<file path="config.mk">
export PLATFORM = sky130hd
export DESIGN_NAME = layer6_argmax
export DESIGN_NICKNAME = d
export VERILOG_FILES = /design/src/rtl/layer6_argmax_pkg.sv /design/src/rtl/layer6_argmax.sv
export SDC_FILE = /design/constraint.sdc
export NUM_CORES = 1
export LEC_CHECK = 0
export CAP_MARGIN = 20
export CORE_ASPECT_RATIO = 1.4
export CORE_UTILIZATION = 25
export DETAILED_ROUTE_END_ITERATION = 8
export DONT_BUFFER_PORTS = 1
export SYNTH_ARGS = -nofsm -noshare
export SYNTH_HDL_FRONTEND = slang
export SYNTH_SLANG_ARGS = --single-unit
</file>
<file path="constraint.sdc">
create_clock -name clk -period 4.8 [get_ports clk]
set_input_delay 1.2 -clock clk [delete_from_list [all_inputs] [get_ports clk]]
set_output_delay 1.2 -clock clk [all_outputs]
set_load 0.01 [all_outputs]
</file>
<file path="src/rtl/layer6_argmax_pkg.sv">
// Shared definitions for the final-layer argmax block: default node width,
// FSM state encoding and the node-word type.
package layer6_argmax_pkg;

    localparam int ARGMAX_DW = 16;

    typedef enum logic [1:0] {
        ST_IDLE = 2'd0,
        ST_SCAN = 2'd1,
        ST_DONE = 2'd2
    } state_t;

    typedef logic [ARGMAX_DW-1:0] node_t;

endpackage

</file>
<file path="src/rtl/layer6_argmax.sv">
// Final-layer argmax: captures all node activations in one valid/ready
// transfer, scans them serially with a single unsigned comparator and
// reports the index of the largest value. Ties keep the lower index.
// Optional feature macro: ARGMAX_SCORE_EN exports the winning value on
// max_score; without it the running best stays internal.
module layer6_argmax
    import layer6_argmax_pkg::*;
#(
    parameter  int NUM_NODES = 16,
    parameter  int DW        = ARGMAX_DW,
    localparam int IW        = $clog2(NUM_NODES)
) (
    input  logic                    clk,
    input  logic                    reset,
    input  logic                    in_valid,
    output logic                    in_ready,
    input  logic [NUM_NODES*DW-1:0] node_vec,
    output logic                    out_valid,
    input  logic                    out_ready,
    output logic [IW-1:0]           class_idx
`ifdef ARGMAX_SCORE_EN
    ,
    output logic [DW-1:0]           max_score
`endif
);

    localparam logic [IW-1:0] LAST_IDX = IW'(NUM_NODES - 1);

    state_t          state_q, state_d;
    logic            in_ready_q, in_ready_d;
    logic            out_valid_q, out_valid_d;
    logic [IW-1:0]   cnt_q, cnt_d;
    logic [IW-1:0]   best_idx_q, best_idx_d;
    logic [DW-1:0]   best_q, best_d;
    logic [IW-1:0]   class_q, class_d;
    logic [DW-1:0]   cap_q [NUM_NODES];
    logic [DW-1:0]   cap_d [NUM_NODES];
`ifdef ARGMAX_SCORE_EN
    logic [DW-1:0]   score_q, score_d;
`endif

    logic            accept_s;
    logic            cand_gt_s;
    logic [IW-1:0]   win_idx_s;
    logic [DW-1:0]   win_val_s;

    // in_ready is registered, so a handshake only fires once the FSM is
    // really sitting in IDLE.
    assign accept_s  = in_ready_q & in_valid;
    assign cand_gt_s = cap_q[cnt_q] > best_q;
    assign win_idx_s = cand_gt_s ? cnt_q : best_idx_q;
    assign win_val_s = cand_gt_s ? cap_q[cnt_q] : best_q;

    // Next-state, datapath and registered-output decode.
    always_comb begin
        state_d    = state_q;
        cnt_d      = cnt_q;
        best_d     = best_q;
        best_idx_d = best_idx_q;
        class_d    = class_q;
        cap_d      = cap_q;
`ifdef ARGMAX_SCORE_EN
        score_d    = score_q;
`endif
        case (state_q)
            ST_IDLE: begin
                if (accept_s) begin
                    for (int i = 0; i < NUM_NODES; i++) begin
                        cap_d[i] = node_vec[i*DW +: DW];
                    end
                    best_d     = node_vec[DW-1:0];
                    best_idx_d = '0;
                    cnt_d      = IW'(1);
                    state_d    = ST_SCAN;
                end else begin
                    state_d    = ST_IDLE;
                end
            end
            ST_SCAN: begin
                best_d     = win_val_s;
                best_idx_d = win_idx_s;
                cnt_d      = cnt_q + IW'(1);
                if (cnt_q == LAST_IDX) begin
                    class_d = win_idx_s;
`ifdef ARGMAX_SCORE_EN
                    score_d = win_val_s;
`endif
                    cnt_d   = '0;
                    state_d = ST_DONE;
                end else begin
                    state_d = ST_SCAN;
                end
            end
            ST_DONE: begin
                if (out_ready) begin
                    state_d = ST_IDLE;
                end else begin
                    state_d = ST_DONE;
                end
            end
            default: begin
                state_d = ST_IDLE;
            end
        endcase
        in_ready_d  = (state_d == ST_IDLE);
        out_valid_d = (state_d == ST_DONE);
    end

    // FSM state register.
    always_ff @(posedge clk) begin
        if (reset) begin
            state_q <= ST_IDLE;
        end else begin
            state_q <= state_d;
        end
    end

    // Capture register, scan counter, running best and output registers.
    always_ff @(posedge clk) begin
        if (reset) begin
            in_ready_q  <= 1'b0;
            out_valid_q <= 1'b0;
            cnt_q       <= '0;
            best_q      <= '0;
            best_idx_q  <= '0;
            class_q     <= '0;
            for (int i = 0; i < NUM_NODES; i++) begin
                cap_q[i] <= '0;
            end
`ifdef ARGMAX_SCORE_EN
            score_q     <= '0;
`endif
        end else begin
            in_ready_q  <= in_ready_d;
            out_valid_q <= out_valid_d;
            cnt_q       <= cnt_d;
            best_q      <= best_d;
            best_idx_q  <= best_idx_d;
            class_q     <= class_d;
            cap_q       <= cap_d;
`ifdef ARGMAX_SCORE_EN
            score_q     <= score_d;
`endif
        end
    end

    assign in_ready  = in_ready_q;
    assign out_valid = out_valid_q;
    assign class_idx = class_q;
`ifdef ARGMAX_SCORE_EN
    assign max_score = score_q;
`else
    // Score not exported; best_q remains purely internal scan state.
`endif

endmodule

</file>
# Word-level counts from Yosys, hierarchy flattened
# Index checks and enable logic that the tools add are counted.
# totals
input_bits	260
out_inout_bits	6
ff_bits	288
# classes
n_bitwise	2
n_reduce_logical	7
add_sub_neg	1
eq_ne	6
n_mux	16
n_lt_le_gt_ge	2
# ops
cell	n
binary-select mux 16 bit (select 4 bit)	1
two-way mux 16 bit	4
case mux 16 bit (2 select lines)	1
> comparator 16 bit	1
two-way mux 4 bit	4
case mux 4 bit (2 select lines)	2
case mux 2 bit (3 select lines)	1
AND reduction 2 bit	3
greater-or-equal comparator 5 bit (second input constant)	1
inverter 4 -> 5 bit	1
adder 4 x 1 -> 4 bit (second input constant)	1
== test 2 bit (second input constant)	2
== test 4 bit (second input constant)	1
logical NOT 2 bit	2
two-way mux 2 bit	2
!= test 2 bit (second input constant)	2
AND reduction 3 bit	1
== test 2 x 1 -> 1 bit (second input constant)	1
nonzero test 2 bit	1
AND 1 bit	1
two-way mux 1 bit	1

# Depth between registers and ports, before layout
# logic_depth
word_depth	7
mapped_depth	14
depth_no_buf	10

# Worst setup path after synthesis
# No wires, ideal clock.
# synth_path
kind	reg2reg
from	register cnt_q[1]
to	register best_q[5]
t_arrival_ps	3443
stages_incl_launch_ff	15
path_buffers	4
path_slack_ps	1223
cell_sequence	dfxtp_1 buf_2 buf_2 buf_2 mux4_2 a22oi_1 nand2_1 ha_1 a21oi_1 o21ai_0 or4_4 o31a_4 a21oi_4 buf_6 a211oi_1
# synth_via
elab_chain_cells	7
elab_cells_between_ends	9
cone_classes	order compare: 1; eq/ne: 1; mux: 5; bitwise: 1; reduce/logical: 1
# synth_lines
element	line_no	source
start: declaration	layer6_argmax.sv:32	logic [IW-1:0] cnt_q, cnt_d;
start signal: assignment	layer6_argmax.sv:136	cnt_q <= cnt_d;
inverter 4 -> 5 bit (implied by the code) *	layer6_argmax.sv:50, layer6_argmax.sv:52	
binary-select mux 16 bit (select 4 bit) *	layer6_argmax.sv:50, layer6_argmax.sv:52	
two-way mux 16 bit (implied by the code) * (2 in series)	layer6_argmax.sv:50, layer6_argmax.sv:52	
> comparator 16 bit	layer6_argmax.sv:50	assign cand_gt_s = cap_q[cnt_q] > best_q;
!= test 2 bit (no line)	-	
AND reduction 3 bit (no line)	-	
end signal: assignment	layer6_argmax.sv:137	best_q <= best_d;
end: declaration	layer6_argmax.sv:34	logic [DW-1:0] best_q, best_d;
# Mark *: on every way between the ends. The rest lies on a longest branch, timed or not. The select of a mux whose other input is x is not followed.
# A chain may end at the register's enable or synchronous reset.

# Final worst setup path
# layout_path
from	register cnt_q[0]
to	register best_idx_q[3]
# layout_via
elab_chain_cells	7
# layout_lines
element	line_no	source
inverter 4 -> 5 bit (implied by the code)	layer6_argmax.sv:50	
binary-select mux 16 bit (select 4 bit)	layer6_argmax.sv:50	
two-way mux 16 bit (implied by the code) (2 in series)	layer6_argmax.sv:50	
> comparator 16 bit	layer6_argmax.sv:50	
two-way mux 4 bit	layer6_argmax.sv:51	assign win_idx_s = cand_gt_s ? cnt_q : best_idx_q;
case mux 4 bit (2 select lines)	layer6_argmax.sv:65	case (state_q)
end signal: assignment	layer6_argmax.sv:138	best_idx_q <= best_idx_d;
end: declaration	layer6_argmax.sv:33	logic [IW-1:0] best_idx_q, best_idx_d;
# No other way between the ends. The select of a mux whose other input is x is not followed.

==> summary.txt <==
Run
  – Max Cap Viol: 0

Yosys
  – Count of cell types in the netlist: 39
  – Number of synthesized register bits: 288
  – Avg Inst Size Synth: 8.47 sq um
  – Synth Instances: 1459
  – Synthesized cell area: 0.0124 sq mm
  – Synth warn: 0
  – Register area share after synthesis: 0.466
  – Net count after synthesis: 1736

GRT
  – GRT overflow: 0
  – Largest net degree at the start of global routing: 293
  – Vias in the first global route: 10100
  – Global-route usage over all layers: 0.157
  – First-pass GRT wire length: 60.0 mm
  – Antenna violations before repair: 16

Timing
  – Worst slew pin tran: 1300 ps
  – # setup viols final: 0
  – Worst Skew: 37.4 ps
  – Hold Vio Cnt, Final: 0
  – Fmax: 241 MHz
  – RSZ-0062 raised after global routing: no
  – Relative slew slack: 0.135
  – Fin Hold WS: 452 ps
  – TNS Setup: 0 ps
  – Final Cycle Share: 0.866
  – Tmin final: 4160 ps
  – Fin. max-slew vios: 0

Final layout
  – Synth-to-Final Area Change: 12.8%
  – Final Net Count: 1660
  – Reg area: 0.00577 sq mm
  – Final Cell Area: 0.0139 sq mm
  – Fill cells: 5179
  – Area taken by multi-input logic gates: 0.00604 sq mm
  – Layout cells sized above 1: 0.0962

CTS
  – CTS HTree Levels: 1
  – Clock Path Buffers: 3
  – CTS sink count: 288
  – Clock buffer count from CTS: 28
  – Post-CTS sizing: 0
  – Worst skew pair latency: 580 ps
  – Post-CTS setup buffer count: 0
  – Clock transition at path regs: 70 ps
  – Clk Tree Root Cell: clkbuf_16
  – Post-CTS Hold Fix Bufs: 0
  – CTS tree: done

Route
  – DRC: 0
  – Final wirelength: 40.9 mm
  – Vias: 10100
  – Routed len/inst: 19.9 um
  – Vias per inst: 4.89
  – DR pass1 iterations: 6
  – DR iter-0 viols: 784
  – Routed Antenna Nets: 0

Run status
  – Status: completed

Placement
  – Post-DP Area: 0.0129 sq mm
  – Hpwl dp: 29.8 mm
  – Number of I/O port buffers: 0
  – GP Congestion: 0.922

Critical path
  – Crit Path Category: reg2reg
  – CP max stage delay: 560 ps
  – CP arrival: 4620 ps
  – Crit path cell chain: buf_12 -> mux4_2 -> a22oi_1 -> nand2_1 -> ha_1 -> nand4_1 -> nor2_1 -> or4_4 -> o31ai_4 -> buf_4 -> nand2_1 -> o32ai_1
  – Setup crit end kind: flop
  – Crit Path Max Fanout: 22
  – Critical-path top delay cell: dfxtp_4
  – Critical Path Source Type: flop
  – Worst Path Required: 5260 ps
  – CP most frequent cell: nand2_1

Die
  – Die footprint: 0.0504 sq mm
  – Die X: 190 um
  – Number of core rows: 96
  – Top Ports: 266
  – Core area: 0.0489 sq mm
  – Die Height: 265 um
  – Starting Density: 0.253

Pwr
  – Worst vdd ir: 0.000243 V
  – Static Leak: 4.56 nW
  – Power Dens Cells: 406 mW/mm^2

Hold path
  – Hold crit path type: reg2reg
[worst max-delay path: cells and delay by family, from the launching register on]
family	cells	cell delay (ps)
compound gates	3	1120
fa+ha+maj	1	300
buf+inv	2	550
flops	1	560
mux	1	520
simple gates	5	990
[placed cells by master, fill, tap and decap left out, types with 2 or more instances in the layout]
cell type and count:
mux4_2 64, o21ai_0 6, clkbuf_16 29, buf_4 8, ha_1 17, nor3_1 5
dfxtp_4 2, mux2i_1 2, nor2b_1 4, nand2_1 537, buf_12 7, clkbuf_1 6
bufinv_16 6, nand4_1 3, dfxtp_1 286, and2_1 3, a22oi_1 31, a21oi_1 281
nor2_1 14, clkinvlp_4 2, nand2b_1 5, nand3_1 2, inv_1 20, nor4_1 2
clkinv_2 5, a211oi_1 18, o32ai_1 4, a22o_1 2, a221oi_1 16, diode_2 16
clkbuf_8 2
[layer usage]
layer / track usage / vias up / part of all wire
met5: 0 / - / 0.00032
met4: 0.108 / 2 / 0.054
met3: 0.0500 / 91 / 0.086
met2: 0.262 / 319 / 0.49
met1: 0.168 / 4779 / 0.37
li1: - / 4861 / -
[Yosys cell counts (all sizes together)]
| master | instances | share of area |
|---|---|---|
| nand2b | 5 | 0.0025 |
| and2 | 3 | 0.0015 |
| buf | 33 | 0.013 |
| dfxtp | 288 | 0.47 |
| mux2i | 2 | 0.0016 |
| ha | 17 | 0.017 |
| nor4 | 2 | 0.0010 |
| a41oi | 1 | 0.00071 |
| nor3 | 5 | 0.0020 |
| a21o | 1 | 0.00061 |
| nor2 | 14 | 0.0043 |
| nor3b | 1 | 0.00061 |
| a41o | 1 | 0.00081 |
| a22oi | 31 | 0.019 |
| a211oi | 18 | 0.011 |
| a221oi | 16 | 0.011 |
| a31oi | 1 | 0.00051 |
| and3 | 1 | 0.00051 |
| clkbuf | 88 | 0.027 |
| nor2b | 4 | 0.0020 |
| o32ai | 4 | 0.0028 |
| o21ai | 6 | 0.0024 |
| inv | 20 | 0.0061 |
| or3b | 1 | 0.00071 |
| a21boi | 1 | 0.00091 |
| o31a | 1 | 0.0014 |
| nand3 | 3 | 0.0012 |
| a22o | 2 | 0.0014 |
| a21oi | 282 | 0.12 |
| or4 | 1 | 0.00091 |
| nand4 | 3 | 0.0015 |
| o31ai | 1 | 0.0017 |
| mux4 | 64 | 0.12 |
| and2b | 1 | 0.00071 |
| nand2 | 537 | 0.16 |
[final cells by class]
class	count	area share
Multi-Input combinational cell	1030	0.434
Antenna cell	16	0.00287
Sequential cell	288	0.414
Timing Repair Buffer	15	0.0144
Tap cell	637	0.0572
Clock inverter	14	0.0170
Inverter	20	0.00538
Clock buffer	37	0.0556
[flip-flops by register name (all words and copies together) (netlist names)]
signal      flops
cap_q         256
best_q         16
best_idx_q      4
class_idx       4
cnt_q           4
state_q         2
in_ready        1
out_valid       1
[cells by family after synthesis]
| logic type | synth area share |
|---|---|
| AND/OR/NAND/NOR | 0.183 |
| AO/OA/AOI/OAI | 0.170 |
| flip-flops | 0.466 |
| buffers and inverters | 0.0462 |
| multiplexers | 0.118 |
| adder cells (fa/ha/maj) | 0.0172 |
[worst paths after layout]
kind / from / endpoint / slack [ps] / cells after the start
worst max-delay path: cnt_q[0]$_SDFFE_PP0P_ / best_idx_q[3]$_SDFFE_PP0P_ / 640 / 12
worst min-delay path: cap_q[110]$_SDFFE_PP0P_ / cap_q[110]$_SDFFE_PP0P_ / 450 / 2
worst max register to register: cnt_q[0]$_SDFFE_PP0P_ / best_idx_q[3]$_SDFFE_PP0P_ / 640 / 12
worst min register to register: cap_q[110]$_SDFFE_PP0P_ / cap_q[110]$_SDFFE_PP0P_ / 450 / 2
[power breakdown]
part / internal, mW / total (mW) / switching [mW]
clock: 1.46 / 2.44 / 0.977
sequential: 2.52 / 2.60 / 0.0790
combinational: 0.256 / 0.625 / 0.369
total: 4.24 / 5.67 / 1.42
[metrics by stage]
stage                     total power [mW]  instances  setup slack [ps]  utilization
after global placement                3.27       1990               699        0.264
after CTS                             5.73       2041               623        0.284
after global routing                  5.89       2053               366        0.285
final                                 5.67       2057               643        0.285
after detailed placement              3.28       1990               615        0.264
after floorplan                       3.14       1459              1220            -
No activity file was read; power rests on OpenSTA's default activity.
